`config.mk`:
```
export PLATFORM = sky130hd
export DESIGN_NAME = i2c_diag_frame_gen
export DESIGN_NICKNAME = d
export VERILOG_FILES = /design/src/rtl/i2c_diag_frame_gen.sv
export SDC_FILE = /design/constraint.sdc
export NUM_CORES = 1
export LEC_CHECK = 0
export BUFFER_PORTS_ARGS = -buffer_cell sky130_fd_sc_hd__buf_2
export CORE_MARGIN = 2
export CORE_UTILIZATION = 58
export DETAILED_ROUTE_END_ITERATION = 8
export GPL_TIMING_DRIVEN = 0
export PLACE_DENSITY_LB_ADDON = 0.1
export SKIP_CTS_REPAIR_TIMING = 1
export SLEW_MARGIN = 5
export SYNTH_ARGS = -nofsm -noshare
export SYNTH_HDL_FRONTEND = slang
export SYNTH_SLANG_ARGS = --single-unit
```
`constraint.sdc`:
```
create_clock -name clk -period 2.5 [get_ports clk]
set_input_delay 0.125 -clock clk [delete_from_list [all_inputs] [get_ports clk]]
set_output_delay 0.125 -clock clk [all_outputs]
set_load 0.05 [all_outputs]
```
`src/rtl/i2c_diag_frame_gen.sv`:
```
// Diagnostic frame-event generator for the I2C status/reporting path.
// Emits a periodic one-cycle new_frame strobe with a mode-selected line count,
// holds one event back while the consumer is busy and counts dropped ticks.
module i2c_diag_frame_gen #(
    parameter int unsigned CLK_HZ     = 27000000,
    parameter int unsigned PERIOD_MS  = 500,
    parameter int unsigned LINES_A    = 240,
    parameter int unsigned LINES_B    = 288,
    parameter int unsigned LINES_MIN  = 200,
    parameter int unsigned LINES_MAX  = 320,
    parameter int unsigned LINES_STEP = 8,
    parameter int unsigned CNT_W      = 32
) (
    input  logic       clk,
    input  logic       resetn,
    input  logic       enable,
    input  logic [1:0] mode,
    input  logic       busy,
    output logic       new_frame,
    output logic [9:0] frame_lines,
    output logic [7:0] frame_id,
    output logic [7:0] overrun_cnt,
    output logic       pending
);

    localparam int unsigned      PERIOD_CYC = (CLK_HZ / 1000) * PERIOD_MS;
    localparam logic [CNT_W-1:0] CNT_LAST   = CNT_W'(PERIOD_CYC - 1);

    typedef enum logic [1:0] {
        MODE_FIXED  = 2'd0,
        MODE_ALT    = 2'd1,
        MODE_SWEEP  = 2'd2,
        MODE_SILENT = 2'd3
    } mode_t;

    logic [CNT_W-1:0] cnt;
    mode_t            cur_mode;
    mode_t            last_mode;
    logic             alt_b;
    logic             tick;
    logic             active;
    logic             issue;
    logic             restart;
    logic [10:0]      sweep_sum;
    logic [9:0]       next_lines;

    // Decode tick, issue condition and the value the next event would carry.
    always_comb begin
        cur_mode   = mode_t'(mode);
        tick       = (cnt == CNT_LAST);
        active     = enable && (cur_mode != MODE_SILENT);
        issue      = active && !busy && (tick || pending);
        restart    = (cur_mode != last_mode);
        sweep_sum  = {1'b0, frame_lines} + 11'(LINES_STEP);
        next_lines = 10'(LINES_A);
        case (cur_mode)
            MODE_ALT: begin
                if (!restart && alt_b)
                    next_lines = 10'(LINES_B);
            end
            MODE_SWEEP: begin
                // frame_lines is the previous sweep value whenever no restart occurs
                if (restart || (sweep_sum > 11'(LINES_MAX)))
                    next_lines = 10'(LINES_MIN);
                else
                    next_lines = sweep_sum[9:0];
            end
            default: next_lines = 10'(LINES_A);
        endcase
    end

    // Period counter: runs 0..PERIOD_CYC-1 while enabled, parked at 0 otherwise.
    always_ff @(posedge clk or negedge resetn) begin
        if (!resetn)
            cnt <= '0;
        else if (!enable || tick)
            cnt <= '0;
        else
            cnt <= cnt + 1'b1;
    end

    // Event queue, overrun counter and registered event outputs.
    always_ff @(posedge clk or negedge resetn) begin
        if (!resetn) begin
            new_frame   <= 1'b0;
            frame_lines <= 10'(LINES_A);
            frame_id    <= '0;
            overrun_cnt <= '0;
            pending     <= 1'b0;
            last_mode   <= MODE_FIXED;
            alt_b       <= 1'b0;
        end else begin
            new_frame <= issue;
            if (!active) begin
                pending <= 1'b0;
            end else if (busy) begin
                if (tick) begin
                    if (pending) begin
                        if (overrun_cnt != '1)
                            overrun_cnt <= overrun_cnt + 1'b1;
                    end else begin
                        pending <= 1'b1;
                    end
                end
            end else begin
                // A tick landing on the drain cycle re-arms the slot for itself
                pending <= pending && tick;
            end
            if (issue) begin
                frame_lines <= next_lines;
                frame_id    <= frame_id + 1'b1;
                last_mode   <= cur_mode;
                if (cur_mode == MODE_ALT)
                    alt_b <= restart ? 1'b1 : !alt_b;
            end
        end
    end

endmodule

```
# Word-level counts from Yosys, hierarchy flattened

Cells that the tools add are included.

Bits in registers: 63
Output and inout port bits: 28
Input bits: 6
Logic and storage cells: 42

Eq/ne operators: 7
Magnitude comparators: 1
Add/sub/neg operators: 4
Reduce and logical (&&, ||, !) cells: 14
Muxes and demuxes: 8

Operators by type and width:

| operator              | number |
|---|---|
| $add 32x1->32 const B | 1 |
| $eq 32x24->1 const B  | 1 |
| $mux 32               | 1 |
| $pmux 10 s2           | 1 |
| $add 8x1->8 const B   | 2 |
| $add 10x4->11 const B | 1 |
| $gt 11x9->1 const B   | 1 |
| $mux 10               | 1 |
| $mux 9                | 1 |
| $ne 8x8->1 const B    | 1 |
| $logic_and 1x1->1     | 5 |
| $reduce_and 5->1      | 1 |
| $logic_not 1->1       | 4 |
| $mux 1                | 4 |
| $logic_or 1x1->1      | 3 |
| $ne 3x3->1 const B    | 1 |
| $eq 2x1->1 const B    | 1 |
| $eq 2x2->1 const B    | 1 |
| $ne 2x2->1            | 1 |
| $ne 2x2->1 const B    | 1 |
| $reduce_and 2->1      | 1 |

# Longest topological paths before layout

Gate-level depths: netlist of the first run.

Word-level depth: 5
Mapped depth: 8
Mapped depth without buffers: 7

# Worst setup path before layout of the first run

OpenSTA, ideal clock, no wires.

Kind: register -> register
From: register frame_lines[4]
To: register frame_lines[6]
Arrival time: 2.160 ns
Data required time: 2.415 ns
Setup time: 0.085 ns
Stages on the path, launching flop included: 8
Slack: 0.255 ns
Cell sequence: dfstp_2 > ha_1 > o21ba_2 > a311oi_1 > o22a_1 > o21ai_1 > o31a_1 > a2bb2oi_1

Longest elaborated chain between the ends: 5

RTL lines:

| what                     | line | RTL |
|---|---|---|
| start: declaration       | 20   | `output logic [9:0] frame_lines,` |
| start signal: assignment | 86   | `frame_lines <= 10'(LINES_A);` |
| start signal: assignment | 110  | `frame_lines <= next_lines;` |
| $add 10x4->11 (*)        | 54   | `sweep_sum = {1'b0, frame_lines} + 11'(LINES_STEP);` |
| $gt 11x9->1              | 63   | `if (restart \|\| (sweep_sum > 11'(LINES_MAX)))` |
| $logic_or 1x1->1         | 63   |  |
| $mux 10 (*)              | 63   |  |
| $pmux 10 s2 (*)          | 56   | `case (cur_mode)` |

Mark *: on every way between the ends. The rest lies on a longest branch, timed or not.
A chain may end at the register's enable or synchronous reset.

# Worst setup path after layout of the first run

From: register frame_lines[4]
To: register frame_lines[5]

The elaborated chain is that of the path after synthesis.

==> results by group, run 1 <==
GRT
  – Global-route track usage on met1: 27.2%
  – Largest net degree at the start of global routing: 61
  – Met2 usage: 35.0%
  – Busiest grt layer: met2
  – Grt ovf: 0
  – GR Util met3: 4.98%
  – GRT Util Overall: roughly 22%
  – First-pass GRT wire length: around 9.9 mm
  – Vias in the first global route: roughly 2200
  – Initial antenna violation count: 0

Critical path
  – Worst path slowest cell: dfstp_2
  – Crit path cell chain: ha_1 -> o21ba_2 -> a311oi_1 -> o22a_1 -> o21ai_1 -> o31ai_1 -> a22o_1
  – Critical path data arrival time: 2530 ps
  – WP buf/inv: 0
  – CP delay by family, top: compound AO/OA/AOI/OAI gates
  – Element type at the critical path end: register
  – Critical Path RT: 2770 ps
  – Worst path max stage delay: 560 ps
  – Max FO, Critical Path: 7
  – Setup CP Type: reg -> reg
  – Critical Path Source Type: register

Clocking
  – TritonCTS buffer count: 9
  – Worst-Skew Late Latency: 330 ps
  – H-tree Lvls: 3
  – CTS Sinks: 60
  – Clk Tree Root Cell: clkbuf_8
  – TritonCTS clock tree: yes
  – Clk slew on worst S/H paths: 60 ps
  – CTS Buffer Depth: 2

Route
  – Total Wirelength: 5.76 mm
  – # DRC: 0
  – Post-DR wirelength/cell: 13.7 um
  – Detailed-route via count: 2266
  – Via/cell ratio: 5.41
  – Total iterations of the first detailed-routing run: 4
  – DRT antenna net count: 0
  – Initial DRC count: 106

Cells and area
  – Fin nets: 358
  – Diodes inserted: 0
  – Filler instances: 423
  – Layout cells sized above 1: 18.1%
  – Synth-to-Final Area Change: 15.1%

Placement
  – Placer congestion estimate: 0.891
  – PortBufs: 30
  – Dpl ws: a little over 300 ps
  – Hpwl dp: a little under 4 mm

Floorplanning
  – IO Pins: 34
  – Core Rows: 26
  – Die width: 76.5 um
  – Die Span Y: 76.5 um
  – Initial Utilization: 60.0%
  – Die area: 5850 um^2
  – Core Footprint: 5070 um^2

Timing
  – Fin Clk Skew: 5.10 ps
  – Period Utilization, post-route: 90.5%
  – Minimum clock period: 2260 ps
  – Final setup violation count: 0
  – Worst-Margin Slew: 736 ps
  – Final Hold Fails: 0
  – Relative slew slack: 51.0%
  – Unrepaired setup endpoints after global routing: false
  – Slew Viols, Final: 0
  – Setup Total Neg Slack: 0 ps
  – Worst setup margin: around 240 ps
  – F_max: 442 MHz

Power and ir drop
  – PD cells: 554 nW/um^2
  – P_leak: about 1.7 nW
  – Peak supply drop: 0.364 mV

Yosys
  – Register bit count reported by yosys: 60
  – Synth warn: 0
  – Async set-reset flop share out of synthesis: 100%
  – Seq/Total Area, Yosys: 49.5%
  – Number of synthesized flops with an enable pin: 0
  – Synth cell types: 46
  – Most used DFF post-synth: dfrtp_1
  – Syn Area/Cell: 10.1 um^2
  – Mapped Cells: 301
  – Mapped cell area: 3050 um^2

Run
  – Max Cap Viol: 0

Status
  – Outcome: finished, final reports clean

Worst hold path
  – HP Class: in -> reg
[metal layers]
| metal | part of all wire [%] | routed length (um) |
|---|---|---|
| met5 | 0 | 0 |
| met4 | 1.6 | 95 |
| met3 | 3.4 | 196 |
| met2 | 50 | 2850 |
| met1 | 45 | 2610 |
[sequential cells by signal, indices dropped and copies added, names as in the netlist]
name and flops:
frame_id 8, last_mode 2, overrun_cnt 8, frame_lines 7, alt_b 1, new_frame 1, cnt 32, pending 1
[area by class of cell]
cell class | instances | area (um^2) | area share, %
plain buffers | 9 | 61.3 | 1.75
clock buffers | 14 | 173 | 4.93
clock inverters | 1 | 30.0 | 0.857
inverters | 11 | 41.3 | 1.18
multi-input cells | 223 | 1440 | 41.2
flip-flops and latches | 60 | 1510 | 43.0
well taps | 70 | 87.6 | 2.50
repair buffers | 31 | 163 | 4.64
[synth_stat cells (3+ instances only)]
| cell type | count | area, um^2 |
|---|---|---|
| and4_1 | 3 | 26.3 |
| a21oi_1 | 6 | 30.0 |
| xor2_1 | 18 | 158 |
| buf_4 | 4 | 30.0 |
| o21ai_0 | 5 | 25.0 |
| nand2b_1 | 3 | 18.8 |
| nand2_1 | 25 | 93.8 |
| o21ai_1 | 3 | 15.0 |
| nand3_1 | 14 | 70.1 |
| dfrtp_1 | 56 | 1400 |
| and2_1 | 5 | 31.3 |
| xnor2_1 | 27 | 236 |
| ha_1 | 7 | 87.6 |
| dfstp_2 | 4 | 105 |
| buf_2 | 4 | 20.0 |
| inv_1 | 10 | 37.5 |
| nor2_1 | 42 | 158 |
| and3_1 | 18 | 113 |
| nand4_1 | 11 | 68.8 |
[report_power, final]
part           leakage, nW  switching, mW  total [mW]  internal (mW)
sequential           0.821        0.00407       0.980          0.976
clock                0.103          0.348       0.886          0.538
combinational        0.787         0.0574      0.0780         0.0206
total                 1.71          0.410        1.94           1.53
[path summary, 6_finish.rpt]
check / startpoint / endpoint / slack (ps) / depth (start not counted)
min in group asynchronous: resetn / cnt[28] / 390 / 2
max in group asynchronous: resetn / cnt[16] / 1610 / 2
max: frame_lines[4] / frame_lines[5] / 240 / 7
max reg2reg: frame_lines[4] / frame_lines[5] / 240 / 7
min: enable / cnt[4] / 50 / 2
min reg2reg: frame_id[7] / frame_id[7] / 470 / 1
[cells in the final DEF (no fill, tap or decap), types with 4 or more instances in the layout]
master	netlist	final
nand3_1	14	14
o21ai_0	5	5
and2_1	5	5
nand2_1	25	25
nor2_1	42	42
inv_1	10	10
xor2_1	18	18
buf_4	4	5
dfstp_2	4	4
and3_1	18	18
a21oi_1	6	6
buf_2	4	33
dfrtp_1	56	56
nand4_1	11	11
ha_1	7	7
clkbuf_8	0	12
xnor2_1	27	27
[stage by stage]
stage                     hold WS (ps)  area, um^2  power (mW)  util, %  instances
after floorplan                   -171        3050        1.04        -        303
after global placement             390        3290        1.07     64.8        403
after detailed placement           397        3290        1.07     64.8        403
after CTS                         44.7        3490        1.96     68.8        418
after global routing              33.7        3510        2.02     69.1        419
final                             53.0        3510        1.94     69.1        419
[cells by family (layout without fill, tap and decap cells)]
family,after synthesis,after routing,share of synthesized area [%]
adder cells (fa/ha/maj),7,7,2.88
other,1,3,0.123
multiplexers,1,1,0.370
buffers and inverters,20,66,3.37
AND/OR/NAND/NOR,135,135,23.6
AO/OA/AOI/OAI,32,32,7.27
XOR/XNOR,45,45,12.9
flip-flops,60,60,49.5
No activity file was read; power rests on OpenSTA's default activity.
==> run 2, diff against run 1 <==
--- a/config.mk
+++ b/config.mk
@@ -6,11 +6,11 @@
 export NUM_CORES = 1
 export LEC_CHECK = 0
 export BUFFER_PORTS_ARGS = -buffer_cell sky130_fd_sc_hd__buf_2
-export CORE_MARGIN = 2
 export CORE_UTILIZATION = 58
 export DETAILED_ROUTE_END_ITERATION = 8
 export GPL_TIMING_DRIVEN = 0
 export PLACE_DENSITY_LB_ADDON = 0.1
+export SETUP_SLACK_MARGIN = 0.1
 export SKIP_CTS_REPAIR_TIMING = 1
 export SLEW_MARGIN = 5
 export SYNTH_ARGS = -nofsm -noshare
==> results by group, run 2 (same netlist as run 1, synthesis figures left out) <==
Status
  – Outcome: finished, final reports clean

GRT
  – First-pass GRT wire length: 9.23 mm (-7.0%)
  – Largest net degree at the start of global routing: 61 (unchanged)
  – Vias in the first global route: 2071 (-5.9%)
  – Grt ovf: 0 (unchanged)
  – GRT Util Overall: 22.4% (+0.55 points)
  – Initial antenna violation count: 0 (unchanged)

Timing
  – Worst-Margin Slew: 742 ps (+6.52 ps)
  – Final setup violation count: 0 (unchanged)
  – Setup Total Neg Slack: 0 ps (unchanged)
  – Minimum clock period: 2210 ps (-48.3 ps)
  – F_max: 452 MHz (+2.2%)
  – Relative slew slack: 50.5% (-0.43 points)
  – Final Hold Fails: 0 (unchanged)
  – Unrepaired setup endpoints after global routing: false
  – Slew Viols, Final: 0 (unchanged)
  – Period Utilization, post-route: 88.6% (-1.9 points)
  – Fin Clk Skew: 8.91 ps (+3.82 ps)

Route
  – Total iterations of the first detailed-routing run: 4 (unchanged)
  – # DRC: 0 (unchanged)
  – Initial DRC count: 155 (+46%)
  – Detailed-route via count: 2222 (-1.9%)
  – DRT antenna net count: 0 (unchanged)
  – Post-DR wirelength/cell: 13.2 um (-4.1%)
  – Via/cell ratio: 5.30 (-1.9%)
  – Total Wirelength: 5.52 mm (-4.1%)

Power and ir drop
  – P_leak: 1.70 nW (-0.65%)
  – PD cells: 521 nW/um^2 (-6.0%)
  – Peak supply drop: 0.263 mV (-28%)

Placement
  – PortBufs: 30 (unchanged)
  – Hpwl dp: 3.78 mm (-2.9%)
  – Placer congestion estimate: 0.876 (-1.6%)

Critical path
  – Critical path data arrival time: 2470 ps (-60 ps)
  – Critical Path Source Type: register
  – FF-to-FF End: frame_lines[6]
  – FF-to-FF path depth: 7 (unchanged)
  – Element type at the critical path end: register
  – Critical Path RT: 2750 ps (-20 ps)
  – WP buf/inv: 0 (unchanged)
  – Worst path max stage delay: 560 ps (about the same)
  – FF-to-FF setup slack: 290 ps (+50 ps)
  – Setup CP Type: reg -> reg
  – Max FO, Critical Path: 7 (unchanged)
  – Worst path slowest cell: dfstp_2
  – Worst r2r src: frame_lines[4]
  – CP delay by family, top: compound AO/OA/AOI/OAI gates
  – Crit path cell chain: ha_1 -> o21ba_2 -> a311oi_1 -> o22a_1 -> o21ai_1 -> o31a_1 -> a2bb2oi_1

Clocking
  – TritonCTS clock tree: yes
  – CTS Sinks: 60 (unchanged)
  – Clk slew on worst S/H paths: 60 ps (about the same)
  – H-tree Lvls: 3 (unchanged)
  – CTS Buffer Depth: 2 (unchanged)
  – TritonCTS buffer count: 9 (unchanged)
  – Clk Tree Root Cell: clkbuf_8
  – Worst-Skew Late Latency: 340 ps (about the same)

Floorplanning
  – Die area: 5540 um^2 (-5.2%)
  – IO Pins: 34 (unchanged)
  – Core Footprint: 5070 um^2 (unchanged)
  – Die width: 74.5 um (-2.6%)
  – Die Span Y: 74.5 um (-2.6%)
  – Initial Utilization: 60.0% (unchanged)
  – Core Rows: 26 (unchanged)

Cells and area
  – Diodes inserted: 0 (unchanged)
  – Synth-to-Final Area Change: 14.3%
  – Fin nets: 358 (unchanged)
  – Largest reg by FF count: cnt
  – Max FFs per register: 32 (unchanged)
  – Most common cell after layout, fill and taps aside: dfrtp_1
  – Layout cells sized above 1: 18.3% (+0.29 points)
  – Final Util: 68.6% (-0.52 points)
  – Largest registers: cnt (32), frame_id (8), overrun_cnt (8)
  – Commonest non-fill, non-tap cells in the layout: dfrtp_1 (56), nor2_1 (42), buf_2 (33), xnor2_1 (27), nand2_1 (25)

Worst hold path
  – Hold Crit Start: enable
  – Worst Hold Path Cells: 2 (unchanged)
  – HP Class: in -> reg
  – Hold endpoint: cnt[4]

Run
  – Max Cap Viol: 0 (unchanged)
[run 2: worst max path at each step]
| stage | cells after the start | from | to |
|---|---|---|---|
| floorplan | 7 | frame_lines[4] | frame_lines[6] |
| global placement | 7 | frame_lines[4] | frame_lines[5] |
| detailed placement | 7 | frame_lines[4] | frame_lines[5] |
| CTS | 7 | frame_lines[4] | frame_lines[5] |
| global route | 7 | frame_lines[4] | frame_lines[5] |
| finish | 7 | frame_lines[4] | frame_lines[6] |
[run 2: worst register-to-register path: cells and delay by family (launching register included)]
kind / cells / cell delay [ps]
AOI/OAI and AO/OA: 6 / 1340
adders and majority gates: 1 / 250
DFF: 1 / 560
[run 2: per-layer routing]
metal,vias up,routed length [um],GRT usage (%)
li1,1123,-,-
met1,1062,2670,28.6
met2,27,2620,35.6
met3,10,134,5.28
met4,0,98,11.1
met5,-,0,0
[run 2: report_power, final]
part,switching (mW),total [mW],internal (mW)
clock network,0.349,0.754,0.405
logic,0.0587,0.0800,0.0213
registers,0.00420,0.980,0.976
total,0.411,1.81,1.40
[run 2: layout make-up]
| type | instances | area, um^2 |
|---|---|---|
| multi-input cells | 223 | 1450 |
| repair buffers | 31 | 163 |
| plain buffers | 9 | 61.3 |
| clock inverters | 2 | 10.0 |
| flip-flops and latches | 60 | 1510 |
| clock buffers | 13 | 159 |
| well taps | 70 | 87.6 |
| fillers | 422 | 1600 |
| inverters | 11 | 41.3 |
[run 2: through the flow]
step	instances	setup slack [ps]	total power, mW	instance area (um^2)	hold slack [ps]
after floorplan	303	255	1.04	3050	-171
after global placement	403	310	1.08	3290	397
after detailed placement	403	291	1.08	3290	409
after CTS	418	263	1.84	3460	60.4
after global routing	419	173	1.89	3480	68.2
final	419	285	1.81	3480	65.2
